[config.mk]
export PLATFORM = sky130hd
export DESIGN_NAME = uart_rx_os
export DESIGN_NICKNAME = d
export VERILOG_FILES = /design/src/rtl/uart_pkg.sv /design/src/rtl/os_tick_gen.sv /design/src/rtl/uart_rx_os.sv
export SDC_FILE = /design/constraint.sdc
export NUM_CORES = 1
export LEC_CHECK = 0
export BUFFER_PORTS_ARGS = -buffer_cell sky130_fd_sc_hd__buf_2
export CAP_MARGIN = 0
export CORE_ASPECT_RATIO = 1.25
export CORE_MARGIN = 2
export CORE_UTILIZATION = 25
export DETAILED_ROUTE_END_ITERATION = 8
export GPL_TIMING_DRIVEN = 0
export HOLD_SLACK_MARGIN = 0.05
export PLACE_DENSITY = 0.5
export REMOVE_ABC_BUFFERS = 1
export SLEW_MARGIN = 30
export SYNTH_ARGS = -nofsm -noshare
export SYNTH_HDL_FRONTEND = slang
export SYNTH_SLANG_ARGS = --single-unit
[constraint.sdc]
create_clock -name clk -period 1.79 [get_ports clk]
set_input_delay 0.2685 -clock clk [delete_from_list [all_inputs] [get_ports clk]]
set_output_delay 0.2685 -clock clk [all_outputs]
set_load 0.01 [all_outputs]
[src/rtl/uart_pkg.sv]
// UART receiver shared types and constants.
// Oversampling geometry and the bit-vote helper.
package uart_pkg;

  typedef enum logic [1:0] {
    IDLE,
    START,
    DATA,
    STOP
  } state_e;

  localparam int         OSR      = 16;
  localparam logic [3:0] SAMP_LO  = 4'd7;
  localparam logic [3:0] SAMP_MID = 4'd8;
  localparam logic [3:0] SAMP_HI  = 4'd9;
  localparam logic [3:0] TCNT_END = 4'(OSR - 1);

  function automatic logic maj3(
    input logic a,
    input logic b,
    input logic c
  );
    return (a & b) | (a & c) | (b & c);
  endfunction

endpackage

[src/rtl/os_tick_gen.sv]
// Oversample tick generator.
// One-clk tick every TICK_DIV clks; parked at zero while disabled.
module os_tick_gen #(
  parameter int TICK_DIV = 54
) (
  input  logic clk,
  input  logic rst,
  input  logic en,
  output logic tick
);

  localparam int CW = (TICK_DIV > 1) ? $clog2(TICK_DIV) : 1;
  localparam logic [CW-1:0] LAST = CW'(TICK_DIV - 1);

  logic [CW-1:0] cnt_q;
  logic [CW-1:0] cnt_d;

  // Tick on the last count; restart on tick or when disabled.
  always_comb begin
    tick  = en & (cnt_q == LAST);
    cnt_d = cnt_q + CW'(1);
    if (!en || tick) begin
      cnt_d = '0;
    end
  end

  // Divider counter register.
  always_ff @(posedge clk) begin
    if (rst) begin
      cnt_q <= '0;
    end else begin
      cnt_q <= cnt_d;
    end
  end

endmodule

[src/rtl/uart_rx_os.sv]
// 16x oversampled 8N1 UART receiver with majority vote.
// Holds one byte for a valid/ready consumer; flags framing and overrun.
module uart_rx_os
  import uart_pkg::*;
#(
  parameter int TICK_DIV = 54
) (
  input  logic       clk,
  input  logic       rst,
  input  logic       rxd,
  output logic [7:0] d_rx,
  output logic       vld_rx,
  input  logic       rdy_rx,
  output logic       frame_err,
  output logic       overrun,
  output logic       busy
);

  logic       sync1_q;
  logic       rxs_q;
  logic       rxs_d_q;
  state_e     state_q, state_d;
  logic [3:0] tcnt_q, tcnt_d;
  logic [2:0] bcnt_q, bcnt_d;
  logic       s7_q, s7_d;
  logic       s8_q, s8_d;
  logic [7:0] sh_q, sh_d;
  logic [7:0] dat_q, dat_d;
  logic       vld_q, vld_d;
  logic       fe_q, fe_d;
  logic       ov_q, ov_d;

  logic tick;
  logic fall;
  logic bitv;
  logic at_dec;
  logic at_wrap;
  logic complete;

  os_tick_gen #(
    .TICK_DIV(TICK_DIV)
  ) u_tick (
    .clk (clk),
    .rst (rst),
    .en  (state_q != IDLE),
    .tick(tick)
  );

  assign fall    = rxs_d_q & ~rxs_q;
  assign bitv    = maj3(s7_q, s8_q, rxs_q);
  assign at_dec  = tick & (tcnt_q == SAMP_HI);
  assign at_wrap = tick & (tcnt_q == TCNT_END);

  // Frame FSM: bit timing, sampling, shifting and stop decision.
  always_comb begin
    state_d  = state_q;
    tcnt_d   = tick ? tcnt_q + 4'd1 : tcnt_q;
    bcnt_d   = bcnt_q;
    s7_d     = s7_q;
    s8_d     = s8_q;
    sh_d     = sh_q;
    complete = 1'b0;
    fe_d     = 1'b0;
    if (tick && tcnt_q == SAMP_LO) begin
      s7_d = rxs_q;
    end
    if (tick && tcnt_q == SAMP_MID) begin
      s8_d = rxs_q;
    end
    unique case (state_q)
      IDLE: begin
        tcnt_d = '0;
        if (fall) begin
          state_d = START;
        end
      end
      START: begin
        if (at_dec && bitv) begin
          state_d = IDLE;
        end else if (at_wrap) begin
          state_d = DATA;
          bcnt_d  = '0;
        end
      end
      DATA: begin
        if (at_dec) begin
          sh_d = {bitv, sh_q[7:1]};
        end
        if (at_wrap) begin
          if (bcnt_q == 3'd7) begin
            state_d = STOP;
          end else begin
            bcnt_d = bcnt_q + 3'd1;
          end
        end
      end
      STOP: begin
        if (at_dec) begin
          state_d  = IDLE;
          complete = bitv;
          fe_d     = ~bitv;
        end
      end
      default: state_d = IDLE;
    endcase
  end

  // Hold register and consumer handshake.
  always_comb begin
    dat_d = dat_q;
    vld_d = vld_q;
    ov_d  = 1'b0;
    if (complete) begin
      if (!vld_q || rdy_rx) begin
        dat_d = sh_q;
        vld_d = 1'b1;
      end else begin
        ov_d = 1'b1;
      end
    end else if (vld_q && rdy_rx) begin
      vld_d = 1'b0;
    end
  end

  // State, datapath and synchronizer registers.
  always_ff @(posedge clk) begin
    if (rst) begin
      sync1_q <= 1'b1;
      rxs_q   <= 1'b1;
      rxs_d_q <= 1'b1;
      state_q <= IDLE;
      tcnt_q  <= '0;
      bcnt_q  <= '0;
      s7_q    <= 1'b1;
      s8_q    <= 1'b1;
      sh_q    <= '0;
      dat_q   <= '0;
      vld_q   <= 1'b0;
      fe_q    <= 1'b0;
      ov_q    <= 1'b0;
    end else begin
      sync1_q <= rxd;
      rxs_q   <= sync1_q;
      rxs_d_q <= rxs_q;
      state_q <= state_d;
      tcnt_q  <= tcnt_d;
      bcnt_q  <= bcnt_d;
      s7_q    <= s7_d;
      s8_q    <= s8_d;
      sh_q    <= sh_d;
      dat_q   <= dat_d;
      vld_q   <= vld_d;
      fe_q    <= fe_d;
      ov_q    <= ov_d;
    end
  end

  assign d_rx      = dat_q;
  assign vld_rx    = vld_q;
  assign frame_err = fe_q;
  assign overrun   = ov_q;
  assign busy      = (state_q != IDLE);

endmodule
==> results by group <==
CTS
  – Cts bufs inserted: 5
  – Worst-path clk slew: 80 ps
  – CTS Buffer Depth: 2
  – Clk_lat worst skew: 290 ps
  – CTS tree: yes
  – Clock sinks: 39
  – Hold_buf cts: 0
  – Clock Tree Root: clkbuf_8
  – Htree depth: 2

Route
  – Via/cell ratio: 4.399
  – Detail Route Antenna Nets: 0
  – Detailed-route wire length per cell: 10.82 um
  – Vias: 1258
  – 1st-pass router iterations: 3
  – Final wirelength: 3094 um
  – Post-route DRC: 0
  – DRT iter0 DRCs: 32

Floorplanning
  – Area of the core: 6524 um^2
  – Initial Util: 25.78%
  – I/O pin count: 16
  – Die X: 77.36 um
  – Die Y-Extent: 95.70 um
  – Row count: 33
  – Die ar.: 7402 um^2

Finish
  – Fillers: 721
  – Fraction of layout cells with a size suffix above 1: 21.61%
  – Area Growth Syn to Fin: 16.29%
  – Antenna Cells: 0
  – Layout Nets: 209

Setup path
  – Maximum fanout along the worst path: 6
  – Crit end category: flip-flop
  – Setup Crit Path Kind: reg2reg
  – Worst EP required: 2010 ps
  – Worst stage delay on the critical path: 390 ps
  – Setup crit start kind: flip-flop
  – Crit-path cells: ha_1, ha_2, nor3b_2, o2111ai_2, or3b_1, a21oi_1
  – Worst EP arrival: 1880 ps
  – Crit-path slowest cell: or3b_1
  – R2r setup slk: 130 ps

STA
  – RSZ-0062 raised after global routing: false
  – Final Max Tran Viols: 0
  – Fin crit share: 92.86%
  – Min Tclk post-route: 1662 ps
  – Worst-margin pin slew: 518.1 ps
  – Worst slew margin: 65.46%
  – Skew final: 12.64 ps
  – Final worst slack: 127.8 ps
  – Final setup fails: 0
  – Hold Vio Cnt, Final: 0
  – Max Clk Rate: 601.6 MHz

Min path
  – Worst hold-check path type: in2reg

Global routing
  – Vias in the first global route: 1243
  – First-pass GRT wire length: 5471 um
  – Total track usage: 9.509%
  – Initial antenna violation count: 0
  – Total gr overflow: 0
  – Largest net degree at the start of global routing: 31

Synth
  – Post-Syn Instances: 182
  – Synth unique cells: 36
  – Syn Std Cell Area: 1682 um^2
  – Top post-synthesis cells by area: dfxtp_1 (46%), mux2i_1 (6.0%), nor2_1 (5.4%), ha_1 (5.2%), a21oi_1 (4.8%)
  – Top-area cell type share of the netlist area: 46.43%
  – Syn Area/Cell: 9.240 um^2
  – #FFs+latches synth: 39
  – Leading area contributor after synthesis: dfxtp_1
  – Synth warn: 0
  – Sequential area share after synthesis: 46.43%

Pwr
  – Power Dens Cells: 785.4 nW/um^2
  – Worst vdd ir: 0.0002486 V
  – Pwr Total: 0.001536 W
  – LEAKAGE: 0.8136 nW

Run status
  – Status: finished clean

Placed design
  – Port Buffers: 15
  – Hpwl dp: 2107 um
  – Place WS: -90.99 ps
  – Gp weighted congestion: 0.6718

Run
  – Max-cap violations: 0
-- layout make-up --
class / count / area [um^2] / area share, %
multi-input combinational: 128 / 847.1 / 43.31
clock buffer: 6 / 82.58 / 4.223
clock inverter: 2 / 13.76 / 0.7038
inverter: 6 / 22.52 / 1.152
sequential: 39 / 783.3 / 40.05
timing repair buffer: 18 / 97.59 / 4.990
tap: 87 / 108.9 / 5.566
-- cells in the final DEF (no fill, tap or decap), types with 2 or more instances in the layout --
| cell type | n |
|---|---|
| dfxtp_1 | 37 |
| nor2_1 | 24 |
| a21oi_1 | 16 |
| buf_2 | 15 |
| o21ai_0 | 10 |
| mux2i_1 | 10 |
| nand4_1 | 9 |
| nand2_1 | 8 |
| nand3_1 | 7 |
| inv_1 | 6 |
| clkbuf_8 | 6 |
| or2_2 | 5 |
| ha_1 | 5 |
| xor2_1 | 4 |
| nand2b_1 | 3 |
| xnor2_1 | 3 |
| buf_4 | 3 |
| and2_1 | 2 |
| nor2b_1 | 2 |
| and3_1 | 2 |
| nor3_1 | 2 |
| ha_2 | 2 |
| dfxtp_2 | 2 |
-- path summary, 6_finish.rpt --
path / from / end / cells past startpoint
min reg2reg: sync1_q / rxs_q / 1
max reg2reg: bcnt_q[0] / bcnt_q[0] / 6
min: rxd / sync1_q / 2
max: bcnt_q[0] / bcnt_q[0] / 6
-- sequential cells by signal, summed over array words and instances (netlist names), 3 cells and up, named ones only --
| name | count |
|---|---|
| sh_q | 8 |
| d_rx | 8 |
| u_tick.cnt_q | 6 |
| tcnt_q | 4 |
| bcnt_q | 3 |
-- metal layers --
metal / GRT usage [%] / vias to the layer above / wire length, um
met3: 3.189 / 6 / 111
met4: 4.911 / 0 / 66
met1: 10.31 / 580 / 1471
met5: 0 / - / 0
met2: 16.59 / 12 / 1445
li1: - / 660 / -
-- power breakdown --
group	internal (W)	total, W	switching [W]
Clock	0.000315	0.000630	0.000315
Combinational	0.0000102	0.0000303	0.0000202
Sequential	0.000871	0.000876	0.00000416
-- Yosys cell counts --
| library cell | n |
|---|---|
| xor2_1 | 4 |
| or4_4 | 1 |
| nand2_4 | 1 |
| buf_1 | 1 |
| a21oi_1 | 16 |
| nor3b_1 | 1 |
| dfxtp_1 | 39 |
| clkbuf_8 | 1 |
| maj3_1 | 1 |
| and4_2 | 1 |
| inv_1 | 6 |
| nand3_1 | 7 |
| clkbuf_1 | 4 |
| and2_1 | 2 |
| and3b_1 | 1 |
| and3_1 | 2 |
| buf_6 | 1 |
| nand4_1 | 9 |
| nand4_2 | 1 |
| xnor2_1 | 3 |
| nor4_1 | 1 |
| and4b_1 | 2 |
| o2111ai_2 | 1 |
| nand2b_1 | 3 |
| or2_2 | 5 |
| nand3b_1 | 1 |
| and2_2 | 1 |
| nor2_1 | 24 |
| nor2b_1 | 2 |
| or3b_1 | 1 |
| nor3_1 | 2 |
| buf_2 | 2 |
| nand2_1 | 8 |
| ha_1 | 7 |
| o21ai_0 | 10 |
| mux2i_1 | 10 |
-- timing repair --
action	CTS	global route
gates resized for setup	2	6
setup buffers	2	1
pin swaps	2	4
setup endpoints to repair	17	17
-- worst max-delay path, delay by kind of cell (launching register included) --
kind                     cells  cell delay, ps
AO/OA/AOI/OAI                2             310
AND/OR/NAND/NOR              2             580
flip-flops                   1             330
adder cells (fa/ha/maj)      2             370
-- logic make-up (layout without fill, tap and decap cells) --
group | Yosys count | count (layout) | synth area share (%)
AOI/OAI and AO/OA | 27 | 27 | 8.631
and+or+nand+nor | 76 | 76 | 25.00
buffers and inverters | 15 | 32 | 4.538
muxes | 10 | 10 | 5.953
adders and majority gates | 8 | 8 | 5.803
xor gates and xnor gates | 7 | 7 | 3.646
DFF | 39 | 39 | 46.43
-- stage by stage --
stage                     setup TNS (ps)  instances  util, %  cell area (um^2)  hold WS [ps]
after floorplan                        0        173        -              1628         337.6
after global placement            -725.9        275    27.77              1812         392.4
after detailed placement          -955.3        275    27.77              1812         397.1
after CTS                              0        285    29.57              1929         142.8
after global routing                   0        286    29.98              1956         150.6
final                                  0        286    29.98              1956         153.1
No activity file was read; power rests on OpenSTA's default activity.
